<file path="config.mk">
export PLATFORM = sky130hd
export DESIGN_NAME = acumulador_s
export DESIGN_NICKNAME = d
export VERILOG_FILES = /design/src/rtl/acumulador_s_pkg.sv /design/src/rtl/acumulador_s_contador_lote.sv /design/src/rtl/acumulador_s.sv
export SDC_FILE = /design/constraint.sdc
export NUM_CORES = 1
export LEC_CHECK = 0
export CAP_MARGIN = 20
export CORE_ASPECT_RATIO = 0.7
export CORE_MARGIN = 4
export CORE_UTILIZATION = 49
export CTS_BUF_LIST = sky130_fd_sc_hd__clkbuf_2
export DETAILED_ROUTE_END_ITERATION = 8
export MAX_ROUTING_LAYER = met4
export PLACE_DENSITY = 0.9
export RECOVER_POWER = 50
export SLEW_MARGIN = 20
export SYNTH_ARGS = -nofsm -noshare
export SYNTH_HDL_FRONTEND = slang
export SYNTH_SLANG_ARGS = --single-unit
</file>
<file path="constraint.sdc">
create_clock -name i_clk -period 2.9 [get_ports i_clk]
set_clock_uncertainty 0.1 [all_clocks]
set_input_delay 0.725 -clock i_clk [delete_from_list [all_inputs] [get_ports i_clk]]
set_output_delay 0.725 -clock i_clk [all_outputs]
set_load 0.1 [all_outputs]
</file>
<file path="src/rtl/acumulador_s_pkg.sv">
// Shared types and defaults for the acumulador_s batch accumulator.
package acumulador_s_pkg;

    // Controller states: waiting for the first sample, mid-batch, batch ready
    typedef enum logic [1:0] {
        IDLE  = 2'd0,
        ACCUM = 2'd1,
        HOLD  = 2'd2
    } state_t;

    localparam int DEF_WIDTH     = 8;
    localparam int DEF_ACC_WIDTH = 16;
    localparam int DEF_NUM_OPS   = 4;

    // Width needed to hold a sample count from 0 up to and including NUM_OPS
    function automatic int count_w(input int num_ops);
        return $clog2(num_ops + 1);
    endfunction

endpackage

</file>
<file path="src/rtl/acumulador_s_contador_lote.sv">
// contador_lote: counts samples accepted in the current batch and flags the
// accept that completes the batch.
module contador_lote
    import acumulador_s_pkg::*;
#(
    parameter int NUM_OPS = DEF_NUM_OPS,
    parameter int CW      = count_w(DEF_NUM_OPS)
) (
    input  logic          i_clk,
    input  logic          i_rst,
    input  logic          i_inc,
    input  logic          i_clr,
    output logic [CW-1:0] o_count,
    output logic          o_last
);

    logic [CW-1:0] r_count;

    // Sample counter; clear wins over increment
    always_ff @(posedge i_clk) begin
        if (i_rst || i_clr) begin
            r_count <= '0;
        end else if (i_inc) begin
            r_count <= r_count + CW'(1);
        end
    end

    assign o_count = r_count;
    assign o_last  = i_inc && (r_count == CW'(NUM_OPS - 1));

endmodule

</file>
<file path="src/rtl/acumulador_s.sv">
// acumulador_s: accepts {cout, s} results from the adder stage, sums a batch
// of NUM_OPS of them and presents the total, count and overflow flag.
// Optional build macro: ACUMULADOR_S_SAT_EN (saturate instead of wrapping).
module acumulador_s
    import acumulador_s_pkg::*;
#(
    parameter  int WIDTH     = DEF_WIDTH,
    parameter  int ACC_WIDTH = DEF_ACC_WIDTH,
    parameter  int NUM_OPS   = DEF_NUM_OPS,
    localparam int CW        = count_w(NUM_OPS)
) (
    input  logic                 i_clk,
    input  logic                 i_rst,
    input  logic                 i_in_valid,
    output logic                 o_in_ready,
    input  logic [WIDTH-1:0]     i_s,
    input  logic                 i_cout,
    input  logic                 i_clear,
    output logic                 o_out_valid,
    input  logic                 i_out_ready,
    output logic [ACC_WIDTH-1:0] o_acc,
    output logic [CW-1:0]        o_count,
    output logic                 o_ovf
);

    state_t                 r_state;
    state_t                 w_next_state;
    logic [ACC_WIDTH-1:0]   r_acc;
    logic                   r_ovf;
    logic                   w_accept;
    logic                   w_release;
    logic                   w_last;
    logic [ACC_WIDTH:0]     w_value;
    logic [ACC_WIDTH:0]     w_sum;
    logic                   w_carry;
    logic [ACC_WIDTH-1:0]   w_acc_next;

    assign o_in_ready  = (r_state != HOLD);
    assign o_out_valid = (r_state == HOLD);
    assign w_accept    = i_in_valid && o_in_ready;
    assign w_release   = o_out_valid && i_out_ready;

    assign w_value = {{(ACC_WIDTH - WIDTH){1'b0}}, i_cout, i_s};
    assign w_sum   = {1'b0, r_acc} + w_value;
    assign w_carry = w_sum[ACC_WIDTH];

    contador_lote #(
        .NUM_OPS (NUM_OPS),
        .CW      (CW)
    ) u_contador_lote (
        .i_clk   (i_clk),
        .i_rst   (i_rst),
        .i_inc   (w_accept && !i_clear),
        .i_clr   (i_clear || w_release),
        .o_count (o_count),
        .o_last  (w_last)
    );

    // Next total after an accept: wrap by default, pin to all-ones if saturating
    always_comb begin
        w_acc_next = w_sum[ACC_WIDTH-1:0];
`ifdef ACUMULADOR_S_SAT_EN
        if (w_carry) begin
            w_acc_next = '1;
        end
`endif
    end

    // State register
    always_ff @(posedge i_clk) begin
        if (i_rst) begin
            r_state <= IDLE;
        end else begin
            r_state <= w_next_state;
        end
    end

    // Next-state decode; clear overrides any handshake in flight
    always_comb begin
        w_next_state = r_state;
        if (i_clear) begin
            w_next_state = IDLE;
        end else begin
            case (r_state)
                IDLE, ACCUM: begin
                    if (w_accept) begin
                        w_next_state = w_last ? HOLD : ACCUM;
                    end
                end
                HOLD: begin
                    if (i_out_ready) begin
                        w_next_state = IDLE;
                    end
                end
                default: w_next_state = IDLE;
            endcase
        end
    end

    // Running total and sticky overflow, cleared on clear or batch hand-off
    always_ff @(posedge i_clk) begin
        if (i_rst) begin
            r_acc <= '0;
            r_ovf <= 1'b0;
        end else if (i_clear || w_release) begin
            r_acc <= '0;
            r_ovf <= 1'b0;
        end else if (w_accept) begin
            r_acc <= w_acc_next;
            r_ovf <= r_ovf | w_carry;
        end
    end

    assign o_acc = r_acc;
    assign o_ovf = r_ovf;

endmodule
</file>
==> reports/metrics.csv, run 1 <==
metric;value;unit
tightest_slew;1.185;ns
synth_cell_types;43;
die-area;3613;um2
rrSetupSlack;0.67;ns
ctsResizeCount;0;
vias;1315;
crit_path_start;i_s[0];
path_class;in2reg;
clk_pin_slew;0.21;ns
dr.pass1.iters;4;
place_congestion;0.8800;
critPathBufInv;2;
timing.rr.end;o_acc[8]$_SDFFE_PP0P_;
final_max_slew_viol_count;0;
hold_end;r_state[0]$_SDFFE_PP0P_;
setup_tns;0;ns
post_cts_buffers;0;
setup_violations;0;
synth_ff_type;dfxtp_1;
synth_compound_area_frac;0.2351;
synth_warnings;0;
fmax;367.9;MHz
cp_data_required_time;3.08;ns
coreArea;2515;um2
rr_worst_depth;7;
path_max_fanout;5;
hold_depth;1;
synth_area_leaders;dfxtp_1 33%, ha_1 10%, nand2_1 5.9%;
max-cap-violations;0;
rows;15;
htree_levels;1;
synthArstFlopShare;0;
die_h;51.51;um
critPathMaxStageDelay;0.44;ns
grt.total_usage;0.2094;
worstHoldStart;r_state[1]$_SDFFE_PP0P_;
yosys_register_bits;22;
via_per_inst;5.793;
r2r-start;o_acc[0]$_SDFFE_PP0P_;
layout.nets;220;
hold_viol;0;
period_minus_slack;2.718;ns
detailed_place.area;1678;um2
crit_path_end_kind;flop;
synth_edf_count;0;
peakVddDrop;0.3483;mV
cts-buffers-inserted;3;
hold_buffers;0;
synth_top_family_by_area;compound AO/OA/AOI/OAI gates;
grt_antenna_before_repair;0;
dp_cells;223;
syn_area;1325;um2
powerDensity;439.5;nW/um2
cp-start-kind;primary input;
path_delay_family;compound AO/OA/AOI/OAI gates;
grt_pass1_vias;1256;
path_cells;clkdlybuf4s50_1, ha_1, fa_1, a21o_1, a221oi_4, buf_4, a41oi_1, a21oi_1;
slew_headroom;0.2135;
slowest_stage;clkdlybuf4s50_1;
syn_nets;180;
synth_fa_ha_area_frac;0.1190;
drcViolationCount;0;
drtIter0Drc;66;
diodes;0;
clock-sinks;22;
hpwl;2.744;mm
layout.cells.non_filler;227;
ant_nets;0;
die_w;70.16;um
hp-class;reg2reg;
synthXorXnorAreaFrac;0.05288;
cts_tree;built;
root_buffer;clkbuf_2;
io_buffer_count;35;
synth-simple-area-share;0.2021;
area_growth;24.65;%
drive_gt1_frac;0.1036;
clock_path_buffers;2;
yosys.area.top_type;dfxtp_1;
status;finished, final reports clean;
overflow;0;
initial_core_util;0.5269;
grt_pass1_wl;5.830;mm
synth_common_cells;22 x dfxtp_1, 21 x nand2_1, 15 x a21oi_1;
leakage;0.6756;nW
clock_latency;0.34;ns
fin_area;1652;um2
critPathArrivalTime;2.90;ns
grt_max_degree;17;
routed_wl;3.571;mm
synth_cells;154;
syn_area_per_cell;8.604;um2
seq_area_frac_synth;0.3324;
synth_most_common_cell;dfxtp_1;
rsz0062_at_grt;no;
synth_top_area_frac;0.3324;
synthMuxAreaShare;0.03022;
wire_per_inst;15.73;um
io_pins;36;
fin_crit_sh;0.9374;
==> cell families after synthesis <==
group,Yosys count
and+or+nand+nor,55
AOI/OAI and AO/OA,45
DFF,22
adders and majority gates,12
xor gates and xnor gates,8
buffers and inverters,8
muxes,4
==> cells in the final DEF, fill, tap and decap left out, types with 2 or more instances in the layout <==
cell type / count
a31o_2: 2
a41oi_1: 2
a21oi_1: 15
nand2_1: 21
clkbuf_2: 3
buf_4: 9
nor2_1: 10
o21a_1: 2
a211oi_1: 4
a21o_1: 2
mux2i_1: 4
dfxtp_1: 22
inv_1: 2
nand3_1: 5
clkbuf_1: 19
o211ai_1: 3
xnor2_1: 7
ha_1: 11
clkdlybuf4s50_1: 12
and3_1: 2
nor4_1: 2
o21ai_0: 8
nand2b_1: 5
==> worst reg2reg max path: cells and delay by family (launching register included) <==
kind,cells,cell delay [ns]
buf+inv,1,0.18
fa+ha+maj,2,0.59
flops,1,0.37
compound gates,4,0.93
==> per-layer routing <==
layer / vias to the layer above / routed length, um / share of wire / global-route usage
li1: 641 / - / - / -
met1: 606 / 1431 / 0.40 / 0.2331
met2: 58 / 1808 / 0.51 / 0.3777
met3: 10 / 265 / 0.074 / 0.05212
met4: 0 / 66 / 0.018 / 0.06369
met5: - / 0 / 0 / -
==> final cells by class <==
cell class,instances,area (um2)
multi-input cells,124,847.1
inverters,2,7.507
flip-flops and latches,22,440.4
well taps,34,42.54
clock buffers,3,15.01
repair buffers,41,269.0
clock inverters,1,30.03
fillers,228,863.3
==> through the flow <==
step                 power, W  utilization  hold slack, ns  worst slack (ns)
finish              0.0007258       0.6567          0.3929            0.1815
global route        0.0007547       0.6567          0.4099            0.1201
CTS                 0.0007346       0.6851          0.3828            0.2148
detailed placement  0.0005184       0.6672          0.3570           -0.1103
global placement    0.0005107       0.6672          0.3311          -0.03056
floorplan           0.0004589            -          0.3215            0.2818
==> power breakdown <==
group / internal, W / leakage, nW / switching [W] / total (W)
logic: 0.0000614 / 0.470 / 0.000128 / 0.000190
clock network: 0.000119 / 0.0266 / 0.0000990 / 0.000218
registers: 0.000311 / 0.179 / 0.00000689 / 0.000318
==> how the worst max path moves through the flow <==
stage / slack [ns] / endpoint / depth (start not counted)
3_5_place_dp: -0.11 / o_ovf$_SDFFE_PP0P_ / 8
6_report: 0.18 / o_acc[8]$_SDFFE_PP0P_ / 8
2_1_floorplan: 0.28 / o_ovf$_SDFFE_PP0P_ / 6
3_3_place_gp: -0.03 / o_ovf$_SDFFE_PP0P_ / 8
5_1_grt: 0.12 / o_acc[8]$_SDFFE_PP0P_ / 8
4_1_cts: 0.21 / o_acc[8]$_SDFFE_PP0P_ / 8
==> sequential cells by signal (all words and copies together), names as in the netlist <==
| name | flops |
|---|---|
| r_state | 2 |
| u_contador_lote.o_count | 3 |
| o_acc | 16 |
| o_ovf | 1 |
Note: power is estimated with default switching activity, not from simulation.
==> run 2, diff against run 1 <==
SKIP_LAST_GASP = 1   (was unset)
clock period = 2.8 ns   (was 2.9 ns; I/O delays follow)
==> run 2 against run 1 <==
Power is 4.4% higher. Critical path depth stayed put. Global-route usage rose by 0.44 points. Critical path type unchanged. Largest cell class unchanged. Highest routed layer unchanged.
==> reports/metrics.csv, run 2 (synthesis results as in run 1) <==
metric;value;unit;change
status;finished, final reports clean;;unchanged
hpwl;2.749;mm;was 2.744 mm
via_per_inst;5.701;;was 5.793
powerDensity;447.6;nW/um2;was 439.5 nW/um2
max-cap-violations;0;;unchanged
die-area;3613;um2;unchanged
hold_ws;0.3787;ns;was 0.3929 ns
hold_buffers;0;;unchanged
fillers;218;;was 228
overflow;0;;unchanged
detailed_place.area;1708;um2;was 1678 um2
drive_gt1_frac;0.1624;;was 0.1036
final_max_slew_viol_count;0;;unchanged
cp-start-kind;primary input;;unchanged
pre_cts_ws;-0.2100;ns;was -0.1103 ns
htree_levels;1;;unchanged
hp-class;reg2reg;;unchanged
area_growth;27.76;%;was 24.65%
clock-sinks;22;;unchanged
grt_pass1_vias;1265;;was 1256
root_buffer;clkbuf_2;;unchanged
peakVddDrop;0.3657;mV;was 0.3483 mV
critPathArrivalTime;2.77;ns;was 2.90 ns
wire_per_inst;15.61;um;was 15.73 um
path_max_fanout;5;;unchanged
die_h;51.51;um;unchanged
fin_crit_sh;0.9423;;
clk_pin_slew;0.20;ns;was 0.21 ns
period_minus_slack;2.638;ns;
grt.total_usage;0.2138;;was 0.2094
final_util;0.6731;;was 0.6567
clock_path_buffers;2;;unchanged
grt_pass1_wl;5.961;mm;was 5.830 mm
timing.final.ws_setup;0.1615;ns;was 0.1815 ns
coreArea;2515;um2;unchanged
cp_data_required_time;2.93;ns;was 3.08 ns
place_congestion;0.8742;;was 0.8800
critPathMaxStageDelay;0.40;ns;was 0.44 ns
drtIter0Drc;145;;was 66
hold_viol;0;;unchanged
rows;15;;unchanged
clock_latency;0.34;ns;about the same
path_class;in2reg;;unchanged
final_common_cell;dfxtp_1;;unchanged
cts_tree;built;;unchanged
fmax;379.0;MHz;
io_pins;36;;unchanged
path_cells;clkdlybuf4s50_1, ha_1, fa_1, a21o_1, a221oi_4, a21oi_1, a41oi_1, nor2_1;;was clkdlybuf4s50_1, ha_1, fa_1, a21o_1, a221oi_4, buf_4, a41oi_1, a21oi_1
layout_common_cells;22 x dfxtp_1, 21 x nand2_1, 15 x a21oi_1;;was 22 x dfxtp_1, 21 x nand2_1, 19 x clkbuf_1
layout.nets;224;;was 220
tightest_slew;1.177;ns;was 1.185 ns
die_w;70.16;um;unchanged
ctsResizeCount;0;;unchanged
cts-buffers-inserted;3;;unchanged
dr.pass1.iters;5;;was 4
slowest_stage;clkdlybuf4s50_1;;unchanged
leakage;0.7165;nW;was 0.6756 nW
grt_antenna_before_repair;0;;unchanged
post_cts_buffers;0;;unchanged
fin_area;1693;um2;was 1652 um2
diodes;0;;unchanged
routed_wl;3.606;mm;was 3.571 mm
crit_path_end_kind;flop;;unchanged
io_buffer_count;35;;unchanged
ant_nets;0;;unchanged
setup_violations;0;;unchanged
vias;1317;;was 1315
rsz0062_at_grt;no;;unchanged
initial_core_util;0.5269;;unchanged
setup_tns;0;ns;unchanged
largest_reg_flops;16;;unchanged
drcViolationCount;0;;unchanged
grt_max_degree;17;;unchanged
slew_headroom;0.2184;;was 0.2135
-- run 2: cell types whose count changed in the layout (fill, tap and decap cells not counted) --
cell      delta
inv_2        +1
clkbuf_2     +6
inv_1        -1
clkbuf_1     -7
buf_4        +5
-- run 2: final timing paths --
check                          start  depth (start not counted)  slack [ns]                 endpoint
min reg2reg  r_state[1]$_SDFFE_PP0P_                          1        0.38  r_state[0]$_SDFFE_PP0P_
min          r_state[1]$_SDFFE_PP0P_                          1        0.38  r_state[0]$_SDFFE_PP0P_
max reg2reg    o_acc[0]$_SDFFE_PP0P_                          7        0.59       o_ovf$_SDFFE_PP0P_
max                           i_s[0]                          8        0.16       o_ovf$_SDFFE_PP0P_
-- run 2: metrics by stage --
step,total power [W],instances
CTS,0.0007641,231
global route,0.0007921,231
detailed placement,0.0005425,227
finish,0.0007577,231
floorplan,0.0004753,154
global placement,0.0005356,227
-- run 2: final cells by class --
| cell class | count | area, um2 | share of cell area |
|---|---|---|---|
| Clock buffer | 3 | 15.01 | 0.008869 |
| Clock inverter | 1 | 30.03 | 0.01774 |
| Inverter | 2 | 7.507 | 0.004435 |
| Multi-Input combinational cell | 124 | 847.1 | 0.5004 |
| Sequential cell | 22 | 440.4 | 0.2602 |
| Tap cell | 34 | 42.54 | 0.02513 |
| Timing Repair Buffer | 45 | 310.3 | 0.1833 |
-- run 2: routing by layer --
metal	vias to the layer above	track usage	wire length, um
li1	642	-	-
met1	597	0.2462	1436
met2	67	0.3856	1823
met3	11	0.05019	275
met4	0	0.04777	70
met5	-	-	0
-- run 2: where the power goes --
| part | internal (W) | switching [W] |
|---|---|---|
| Sequential | 0.000322 | 0.00000703 |
| Clock | 0.000123 | 0.0000999 |
| Combinational | 0.0000697 | 0.000136 |
-- run 2: critical path, delay by kind of cell --
kind                       cells  cell delay (ns)
and+or+nand+nor                1             0.06
buffers and inverters          1             0.40
adders and majority gates      2             0.62
AOI/OAI and AO/OA              4             0.98
